==> src/rtl/uart_game_link_if.sv <==
// Bundle of the UART FIFO pair signals seen by the game link controller.
//   rx_data  : RX FIFO head byte (first-word-fall-through), valid while rx_empty=0
//   rx_empty : RX FIFO empty flag
//   tx_full  : TX FIFO full flag
//   rd_uart  : RX FIFO pop strobe, one per consumed byte
//   wr_uart  : TX FIFO push strobe, one per sent byte
//   tx_data  : byte written into the TX FIFO when wr_uart=1
// The master modport is the link controller; the slave modport is the FIFO side.
interface uart_game_link_if;
    logic [7:0] rx_data;
    logic       rx_empty;
    logic       tx_full;
    logic       rd_uart;
    logic       wr_uart;
    logic [7:0] tx_data;

    modport master (
        input  rx_data,
        input  rx_empty,
        input  tx_full,
        output rd_uart,
        output wr_uart,
        output tx_data
    );

    modport slave (
        output rx_data,
        output rx_empty,
        output tx_full,
        input  rd_uart,
        input  wr_uart,
        input  tx_data
    );
endinterface

==> src/rtl/uart_game_link.sv <==
// Link-layer controller between the game logic and the UART FIFO pair.
// Runs a START_BYTE handshake with retries, then exchanges framed scores
// (SCORE_HDR followed by DATA_BYTES payload bytes, MSB first) in both
// directions at once.
// Ports:
//   clk, rst     : system clock, asynchronous active-high reset
//   fifo         : UART FIFO pair (uart_game_link_if.master)
//   link_start   : pulse, begin the handshake (IDLE only)
//   my_score     : local score, sampled when score_send pulses
//   score_send   : pulse, transmit my_score (LINKED only)
//   peer_score   : last complete score received from the peer
//   peer_valid   : one-cycle pulse when peer_score updates
//   link_up      : high while LINKED
//   link_timeout : sticky, handshake retries exhausted
//   busy         : a TX frame is in flight or waiting in the pending buffer
module uart_game_link #(
    parameter int         DATA_BYTES     = 2,
    parameter logic [7:0] START_BYTE     = 8'hFF,
    parameter logic [7:0] SCORE_HDR      = 8'hA5,
    parameter int         TIMEOUT_CYCLES = 1000000,
    parameter int         MAX_RETRY      = 8,
    parameter int         TO_W           = 20
) (
    input  logic                    clk,
    input  logic                    rst,
    uart_game_link_if.master        fifo,
    input  logic                    link_start,
    input  logic [8*DATA_BYTES-1:0] my_score,
    input  logic                    score_send,
    output logic [8*DATA_BYTES-1:0] peer_score,
    output logic                    peer_valid,
    output logic                    link_up,
    output logic                    link_timeout,
    output logic                    busy
);
    localparam int SW      = 8 * DATA_BYTES;
    localparam int RETRY_W = $clog2(MAX_RETRY + 1);
    localparam int IDX_W   = 3;

    typedef enum logic [1:0] {IDLE, SYNC, LINKED} link_state_t;
    typedef enum logic {HUNT, PAYLOAD} rx_state_t;

    link_state_t        link_state_q, link_state_d;
    logic [RETRY_W-1:0] retry_cnt_q, retry_cnt_d;
    logic [TO_W-1:0]    sync_timer_q, sync_timer_d;
    logic               link_timeout_q, link_timeout_d;

    // Single-byte TX slot feeding the FIFO; tx_data_q holds steady while tx_full.
    logic               tx_pending_q, tx_pending_d;
    logic [7:0]         tx_data_q, tx_data_d;

    logic               frame_active_q, frame_active_d;
    logic [IDX_W-1:0]   frame_idx_q, frame_idx_d;
    logic [SW-1:0]      frame_word_q, frame_word_d;
    logic               pend_valid_q, pend_valid_d;
    logic [SW-1:0]      pend_word_q, pend_word_d;

    rx_state_t          rx_state_q, rx_state_d;
    logic [IDX_W-1:0]   rx_cnt_q, rx_cnt_d;
    logic [SW-1:0]      rx_shift_q, rx_shift_d;
    logic [TO_W-1:0]    rx_timer_q, rx_timer_d;
    logic [SW-1:0]      peer_score_q, peer_score_d;
    logic               peer_valid_q, peer_valid_d;

    logic               rd_uart;
    logic               wr_uart;
    logic               slot_free;

    assign rd_uart   = (link_state_q != IDLE) && !fifo.rx_empty;
    assign wr_uart   = tx_pending_q && !fifo.tx_full;
    // The slot can take a new byte when empty or when it empties on this edge.
    assign slot_free = !tx_pending_q || wr_uart;

    assign fifo.rd_uart = rd_uart;
    assign fifo.wr_uart = wr_uart;
    assign fifo.tx_data = tx_data_q;

    assign peer_score   = peer_score_q;
    assign peer_valid   = peer_valid_q;
    assign link_up      = (link_state_q == LINKED);
    assign link_timeout = link_timeout_q;
    assign busy         = frame_active_q || pend_valid_q;

    always_comb begin
        link_state_d   = link_state_q;
        retry_cnt_d    = retry_cnt_q;
        sync_timer_d   = sync_timer_q;
        link_timeout_d = link_timeout_q;
        tx_pending_d   = tx_pending_q;
        tx_data_d      = tx_data_q;
        frame_active_d = frame_active_q;
        frame_idx_d    = frame_idx_q;
        frame_word_d   = frame_word_q;
        pend_valid_d   = pend_valid_q;
        pend_word_d    = pend_word_q;
        rx_state_d     = rx_state_q;
        rx_cnt_d       = rx_cnt_q;
        rx_shift_d     = rx_shift_q;
        rx_timer_d     = rx_timer_q;
        peer_score_d   = peer_score_q;
        peer_valid_d   = 1'b0;

        if (wr_uart) begin
            tx_pending_d = 1'b0;
        end

        unique case (link_state_q)
            IDLE: begin
                if (link_start) begin
                    link_state_d   = SYNC;
                    retry_cnt_d    = '0;
                    sync_timer_d   = '0;
                    link_timeout_d = 1'b0;
                    tx_pending_d   = 1'b1;
                    tx_data_d      = START_BYTE;
                end
            end

            SYNC: begin
                // The silence timer counts from the push cycle itself (push -> 1),
                // so a retry push lands exactly TIMEOUT_CYCLES after the previous one.
                if (wr_uart) begin
                    retry_cnt_d  = retry_cnt_q + RETRY_W'(1);
                    sync_timer_d = TO_W'(1);
                end else if (!tx_pending_q) begin
                    if (sync_timer_q == TO_W'(TIMEOUT_CYCLES - 1)) begin
                        sync_timer_d = '0;
                        if (retry_cnt_q == RETRY_W'(MAX_RETRY)) begin
                            link_timeout_d = 1'b1;
                            link_state_d   = IDLE;
                        end else begin
                            tx_pending_d = 1'b1;
                            tx_data_d    = START_BYTE;
                        end
                    end else begin
                        sync_timer_d = sync_timer_q + TO_W'(1);
                    end
                end
                // A peer START wins over a simultaneous retry exhaustion; the
                // extra START lets a late-starting peer link as well.
                if (rd_uart && (fifo.rx_data == START_BYTE)) begin
                    link_state_d   = LINKED;
                    link_timeout_d = 1'b0;
                    tx_pending_d   = 1'b1;
                    tx_data_d      = START_BYTE;
                end
            end

            LINKED: begin
                if (score_send) begin
                    if (frame_active_q) begin
                        pend_valid_d = 1'b1;
                        pend_word_d  = my_score;
                    end else begin
                        frame_active_d = 1'b1;
                        frame_idx_d    = '0;
                        frame_word_d   = my_score;
                    end
                end

                // frame_idx counts bytes loaded into the slot; once all are loaded
                // the frame stays active until its last byte is actually pushed.
                if (frame_active_q) begin
                    if (frame_idx_q == IDX_W'(DATA_BYTES + 1)) begin
                        if (wr_uart) begin
                            frame_active_d = pend_valid_d;
                            frame_idx_d    = '0;
                            frame_word_d   = pend_word_d;
                            pend_valid_d   = 1'b0;
                        end
                    end else if (slot_free) begin
                        tx_pending_d = 1'b1;
                        frame_idx_d  = frame_idx_q + IDX_W'(1);
                        if (frame_idx_q == '0) begin
                            tx_data_d = SCORE_HDR;
                        end else begin
                            tx_data_d    = frame_word_q[SW-1 -: 8];
                            frame_word_d = frame_word_q << 8;
                        end
                    end
                end

                if (rd_uart) begin
                    rx_timer_d = TO_W'(1);
                    unique case (rx_state_q)
                        HUNT: begin
                            if (fifo.rx_data == SCORE_HDR) begin
                                rx_state_d = PAYLOAD;
                                rx_cnt_d   = '0;
                            end
                        end
                        PAYLOAD: begin
                            rx_shift_d = (rx_shift_q << 8) | SW'(fifo.rx_data);
                            if (rx_cnt_q == IDX_W'(DATA_BYTES - 1)) begin
                                peer_score_d = rx_shift_d;
                                peer_valid_d = 1'b1;
                                rx_state_d   = HUNT;
                            end else begin
                                rx_cnt_d = rx_cnt_q + IDX_W'(1);
                            end
                        end
                        default: rx_state_d = HUNT;
                    endcase
                end else if (rx_state_q == PAYLOAD) begin
                    if (rx_timer_q == TO_W'(TIMEOUT_CYCLES - 1)) begin
                        rx_state_d = HUNT;
                    end else begin
                        rx_timer_d = rx_timer_q + TO_W'(1);
                    end
                end
            end

            default: link_state_d = IDLE;
        endcase
    end

    always_ff @(posedge clk or posedge rst) begin
        if (rst) begin
            link_state_q   <= IDLE;
            retry_cnt_q    <= '0;
            sync_timer_q   <= '0;
            link_timeout_q <= 1'b0;
            tx_pending_q   <= 1'b0;
            tx_data_q      <= '0;
            frame_active_q <= 1'b0;
            frame_idx_q    <= '0;
            frame_word_q   <= '0;
            pend_valid_q   <= 1'b0;
            pend_word_q    <= '0;
            rx_state_q     <= HUNT;
            rx_cnt_q       <= '0;
            rx_shift_q     <= '0;
            rx_timer_q     <= '0;
            peer_score_q   <= '0;
            peer_valid_q   <= 1'b0;
        end else begin
            link_state_q   <= link_state_d;
            retry_cnt_q    <= retry_cnt_d;
            sync_timer_q   <= sync_timer_d;
            link_timeout_q <= link_timeout_d;
            tx_pending_q   <= tx_pending_d;
            tx_data_q      <= tx_data_d;
            frame_active_q <= frame_active_d;
            frame_idx_q    <= frame_idx_d;
            frame_word_q   <= frame_word_d;
            pend_valid_q   <= pend_valid_d;
            pend_word_q    <= pend_word_d;
            rx_state_q     <= rx_state_d;
            rx_cnt_q       <= rx_cnt_d;
            rx_shift_q     <= rx_shift_d;
            rx_timer_q     <= rx_timer_d;
            peer_score_q   <= peer_score_d;
            peer_valid_q   <= peer_valid_d;
        end
    end
endmodule

==> src/flat_wrapper.sv <==
// flat-port wrapper written by rule: the top's interface ports become plain ports
module uart_game_link_flat 
#(
    parameter int         DATA_BYTES     = 2,
    parameter logic [7:0] START_BYTE     = 8'hFF,
    parameter logic [7:0] SCORE_HDR      = 8'hA5,
    parameter int         TIMEOUT_CYCLES = 1000000,
    parameter int         MAX_RETRY      = 8,
    parameter int         TO_W           = 20
)
  (clk, rst, link_start, my_score, score_send, peer_score, peer_valid, link_up, link_timeout, busy, fifo_rx_data, fifo_rx_empty, fifo_tx_full, fifo_rd_uart, fifo_wr_uart, fifo_tx_data);
  uart_game_link_if fifo_i ();
  input  logic clk;
  input  logic rst;
  input  logic link_start;
  input  logic [8*DATA_BYTES-1:0] my_score;
  input  logic score_send;
  output logic [8*DATA_BYTES-1:0] peer_score;
  output logic peer_valid;
  output logic link_up;
  output logic link_timeout;
  output logic busy;
  input wire logic [$bits(fifo_i.rx_data)-1:0] fifo_rx_data;
  input wire logic [$bits(fifo_i.rx_empty)-1:0] fifo_rx_empty;
  input wire logic [$bits(fifo_i.tx_full)-1:0] fifo_tx_full;
  output wire logic [$bits(fifo_i.rd_uart)-1:0] fifo_rd_uart;
  output wire logic [$bits(fifo_i.wr_uart)-1:0] fifo_wr_uart;
  output wire logic [$bits(fifo_i.tx_data)-1:0] fifo_tx_data;
  assign fifo_i.rx_data = fifo_rx_data;
  assign fifo_i.rx_empty = fifo_rx_empty;
  assign fifo_i.tx_full = fifo_tx_full;
  assign fifo_rd_uart = fifo_i.rd_uart;
  assign fifo_wr_uart = fifo_i.wr_uart;
  assign fifo_tx_data = fifo_i.tx_data;
  uart_game_link #(.DATA_BYTES(DATA_BYTES), .START_BYTE(START_BYTE), .SCORE_HDR(SCORE_HDR), .TIMEOUT_CYCLES(TIMEOUT_CYCLES), .MAX_RETRY(MAX_RETRY), .TO_W(TO_W)) u_core (.clk(clk), .rst(rst), .fifo(fifo_i), .link_start(link_start), .my_score(my_score), .score_send(score_send), .peer_score(peer_score), .peer_valid(peer_valid), .link_up(link_up), .link_timeout(link_timeout), .busy(busy));
endmodule
==> config.mk <==
export PLATFORM = sky130hd
export DESIGN_NAME = uart_game_link_flat
export DESIGN_NICKNAME = d
export VERILOG_FILES = /design/src/rtl/uart_game_link_if.sv /design/src/rtl/uart_game_link.sv /design/src/flat_wrapper.sv
export SDC_FILE = /design/constraint.sdc
export NUM_CORES = 1
export LEC_CHECK = 0
export BUFFER_PORTS_ARGS = -buffer_cell sky130_fd_sc_hd__buf_2
export CORE_ASPECT_RATIO = 0.9
export CORE_MARGIN = 10
export CORE_UTILIZATION = 48
export DETAILED_ROUTE_END_ITERATION = 10
export PLACE_DENSITY = 0.78
export SETUP_SLACK_MARGIN = 0.1
export SYNTH_ARGS = -nofsm -noshare
export SYNTH_HDL_FRONTEND = slang
export SYNTH_SLANG_ARGS = --single-unit
==> constraint.sdc <==
create_clock -name clk -period 8.3 [get_ports clk]
set_input_delay 0.83 -clock clk [delete_from_list [all_inputs] [get_ports clk]]
set_output_delay 0.83 -clock clk [all_outputs]
set_load 0.03 [all_outputs]
== Word-level counts from Yosys, hierarchy flattened ==
Cells that the tools add are included.
Word-level totals
  register bits after elaboration: 122
  output and inout port bits: 30
Operators by class
  add/subtract/negate cells: 5
  bitwise gates (word level): 3
  muxes and demuxes: 84
  equality and inequality tests: 23
  reductions and logical operators: 23
Operators by type and width (number)
  $mux 16: 9
  $mux 20: 7
  $mux 8: 10
  $add 20x1->20 const B: 2
  $eq 20x20->1 const B: 2
  $pmux 20 s2: 1
  $mux 1: 34
  $mux 3: 8
  $pmux 8 s3: 1
  $eq 8x8->1 const B: 2
  $or 16x8->16: 1
  $mux 2: 6
  $ne 3x3->1 const B: 4
  $reduce_and 3->1: 4
  $reduce_and 6->1: 2
  $ne 2x1->1 const B: 5
  $reduce_and 9->1: 1
  $mux 4: 2
  $pmux 4 s2: 1
  $reduce_and 4->1: 2
  $add 3x1->3 const B: 2
  $ne 2x2->1 const B: 3
  $ne 3x1->1 const B: 2
  $pmux 2 s3: 1
  other kinds (17): 26

== Logic depth before layout (Yosys ltp) ==
  depth after elaboration: 9
  depth in mapped cells: 9

== Least setup slack after synthesis ==
OpenSTA, ideal clock, no wires.
  kind: input port to flip-flop
  from: in link_start
  to: reg u_core.sync_timer_q[8]
  arrival time: 2267 ps
  data required time: 8174 ps
  stages: 7
  path slack: 5907 ps
  buffers on the path: 2
  cells stage by stage: o21bai_1 > a31o_2 > clkbuf_1 > a211o_1 > clkbuf_1 > nor4_1 > a221o_1
On the way
  word-level cells in the longest chain between the ends: 2
RTL lines
  from (decl): line flat_wrapper.sv:15  | input logic link_start;
  $ne 2x2->1 (no source line)
  $reduce_and 3->1 (no source line)
  to (signal assigned): line uart_game_link.sv:239  | sync_timer_q <= sync_timer_d;
  to (decl): line uart_game_link.sv:45  | logic [TO_W-1:0] sync_timer_q, sync_timer_d;
No other way between the ends.
A chain may end at the register's enable or synchronous reset.

== Worst setup path after layout ==
  from: reg u_core.sync_timer_q[0]
  to: reg u_core.sync_timer_q[11]
On the way
  word-level cells in the longest chain between the ends: 5
RTL lines
  $add 20x1->20 / $eq 20x20->1 (equally long branches): line uart_game_link.sv:136, uart_game_link.sv:126
  $mux 20 *: line uart_game_link.sv:126  | if (sync_timer_q == TO_W'(TIMEOUT_CYCLES - 1)) begin
  $mux 20 *: line uart_game_link.sv:125  | end else if (!tx_pending_q) begin
  $mux 20 *: line uart_game_link.sv:122  | if (wr_uart) begin
  $pmux 20 s2 *: line uart_game_link.sv:107  | unique case (link_state_q)
Every way passes the cells marked *; elsewhere a longest branch is shown, timed or not. The select of a mux whose other input is x is not followed.

==> impl_metrics.yaml <==
outcome:
  status: "finished, final reports clean"
logic_synthesis:
  yosys.area.top_type: "dfrtp_1"
  syn_inst: 556
  ys_seq_area_frac: 0.508
  ys_seq_elements: 122
  ys.warnings.count: 0
  synth_area_leaders: "dfrtp_1 51%, mux2_2 8.1%, nand2_1 2.7%, mux2i_1 2.7%, o21ai_0 1.9%"
  yosysUniqueCellTypes: 60
  synth_ff_type: "dfrtp_1"
  syn_area_per_cell_um2: 10.8
  syn_area_mm2: 0.00601
  synth-edff-count: 0
  synth_nets: 595
  synthArstFlopShare: 1.00
  synth.top_cell.area_share: 0.508
sta:
  fin_crit_sh: 0.325
  period_needed_ns: 2.70
  relSlewSlack: 0.171
  final_hold_viol_count: 0
  fmax_mhz: 371
  rsz0062_at_grt: "no"
  slew_violations: 0
  fin_hold_ws_ns: 0.451
  setup_viol: 0
  clock_skew_ns: 0.00814
  tightest_slew_ns: 1.24
  fin_tns_setup_ns: 0
critical_path:
  worstPathArrival_ns: 2.99
  r2r_end: "u_core.sync_timer_q[11]"
  reg2reg_depth: 6
  cp-end-kind: "flop"
  required_ns: 8.60
  path_class: "reg -> reg"
  path_max_fanout: 16
  r2r_slack_ns: 5.60
  startpoint_type: "flop"
  r2r_start: "u_core.sync_timer_q[0]"
power_and_ir_drop:
  p_leak_nw: 3.18
  combPwrFrac: 0.183
  switchingPower_mw: 0.539
  clkPwrFrac: 0.428
  p_per_area_mw_per_mm2: 273
  internal-power_mw: 1.39
  p_seq_frac: 0.389
  ir_worst_vdd_v: 0.000214
  switching_share: 0.279
cells_and_area:
  syn_to_final_growth_pct: 17.7
  drive_gt1_frac: 0.244
  stdcell_count: 787
  final_cell_mix: "122 x dfrtp_1, 59 x buf_2, 44 x nand2_1"
  nets: 652
  layout_commonest_cell: "dfrtp_1"
global_route:
  grt.total_usage: 0.157
  overflow: 0
  grt_pass1_vias: 4644
  grt_max_degree: 81
  antenna_found_initial: 1
  grt_pass1_wl_um: 22400
floorplanning:
  die_x_um: 138
  initial_core_util: 0.494
  rows: 38
  dieArea_mm2: 0.0174
  die_height_um: 126
  core_mm2: 0.0122
  io_pins: 60
drt:
  viasPerCell: 5.86
  drc_errors: 0
  num_vias: 4615
  detail-route-antenna-nets: 0
  drtIter0Drc: 407
  totalWireLength_um: 13300
  routedWlPerCell_um: 16.8
  dr.pass1.iters: 5
cts:
  clockBufferDepth: 2
  cts_hold_buf: 0
  ctsHtreeMaxLevel: 4
  cts_tree: "yes"
  post-cts-setup-buffers: 0
  clock_sinks: 122
  clk_pin_slew_worst_paths_ns: 0.05
  cts_buffers: 17
  clk_latency_ns: 0.41
  cts_root_buf: "clkbuf_16"
  cts.repair.resized: 0
placement:
  port_buffers: 59
  dpl.cell_count: 754
  hpwlAfterDp_um: 9250
  place_congestion: 0.899
job:
  maxCapViolCount: 0
min_path:
  hold_path_class: "in -> async"
through the flow:
stage	power, mW	instance area [um^2]	setup slack, ns	util
floorplan	1.01	6010	4.23	-
global placement	1.09	6400	5.57	0.526
detailed placement	1.12	6400	5.50	0.526
CTS	1.95	7070	5.61	0.581
global route	2.02	7070	5.45	0.581
finish	1.93	7070	5.60	0.581
cell type report:
cell class	count	area, um^2
Tap cell	160	200
Multi-Input combinational cell	386	2740
Clock buffer	22	484
Antenna cell	1	2.50
Clock inverter	10	186
Fill cell	1038	5100
Inverter	25	96.3
Timing Repair Buffer	61	310
Sequential cell	122	3050
layer usage:
layer / vias to the layer above / track usage / routed length (um)
met5: - / 0 / 0
met4: 0 / 0.0681 / 271
met3: 20 / 0.0457 / 643
met2: 127 / 0.246 / 6470
met1: 2271 / 0.196 / 5870
li1: 2197 / - / -
power by group through the flow:
stage	clock (mW)	sequential [mW]	combinational (mW)
after detailed placement	0	0.761	0.355
after global routing	0.862	0.764	0.390
final	0.827	0.752	0.354
after floorplan	0	0.805	0.202
after global placement	0	0.754	0.341
after CTS	0.837	0.752	0.358
how the worst max path moves through the flow:
| stage | from | end | slack [ns] | cells past startpoint |
|---|---|---|---|---|
| 2_1_floorplan | rst | u_core.fifo.tx_data[0] | 4.23 | 1 |
| 3_3_place_gp | link_start | u_core.sync_timer_q[8] | 5.57 | 6 |
| 3_5_place_dp | link_start | u_core.sync_timer_q[8] | 5.50 | 6 |
| 4_1_cts | u_core.sync_timer_q[0] | u_core.sync_timer_q[11] | 5.61 | 6 |
| 5_1_grt | u_core.link_state_q[0] | u_core.rx_timer_q[13] | 5.45 | 6 |
| 6_report | u_core.sync_timer_q[0] | u_core.sync_timer_q[11] | 5.60 | 6 |
Yosys cell counts, drive strengths merged (9+ instances only):
cell type and count:
or3 14, nand4 18, o2bb2ai 9, dfrtp 122
nand2 44, o22ai 10, mux2i 16, clkbuf 15
nor2 20, or4 9, mux2 43, nor3 9
o31ai 9, inv 24, o21ai 27, a21oi 25
a22o 9, nand3 18, ha 9
critical path: stages (launching register included):
cell and delay (ns):
dfrtp_1 0.44, ha_1 0.25, nand3_1 0.19, nor4bb_1 0.68
a21oi_1 0.55, a21o_1 0.30, a21o_1 0.17
registers in the layout, summed over array words and instances, names as in the netlist:
register,flops
u_core.pend_valid_q,1
u_core.retry_cnt_q,4
u_core.sync_timer_q,20
u_core.link_state_q,2
u_core.pend_word_q,16
u_core.frame_idx_q,3
u_core.rx_cnt_q,3
u_core.frame_active_q,1
u_core.rx_timer_q,20
u_core.peer_score,16
u_core.fifo.tx_data,8
u_core.rx_shift_q,8
u_core.frame_word_q,16
u_core.tx_pending_q,1
u_core.peer_valid,1
u_core.link_timeout,1
u_core.rx_state_q,1
kinds of logic after synthesis:
kind of cell             count (synthesis)  share of synthesized area
adder cells (fa/ha/maj)                  9                     0.0187
AND/OR/NAND/NOR                        178                      0.164
multiplexers                            59                      0.107
buffers and inverters                   48                     0.0356
flip-flops                             122                      0.508
XOR/XNOR                                 6                    0.00875
AO/OA/AOI/OAI                          134                      0.157
No activity file was read; power rests on OpenSTA's default activity.
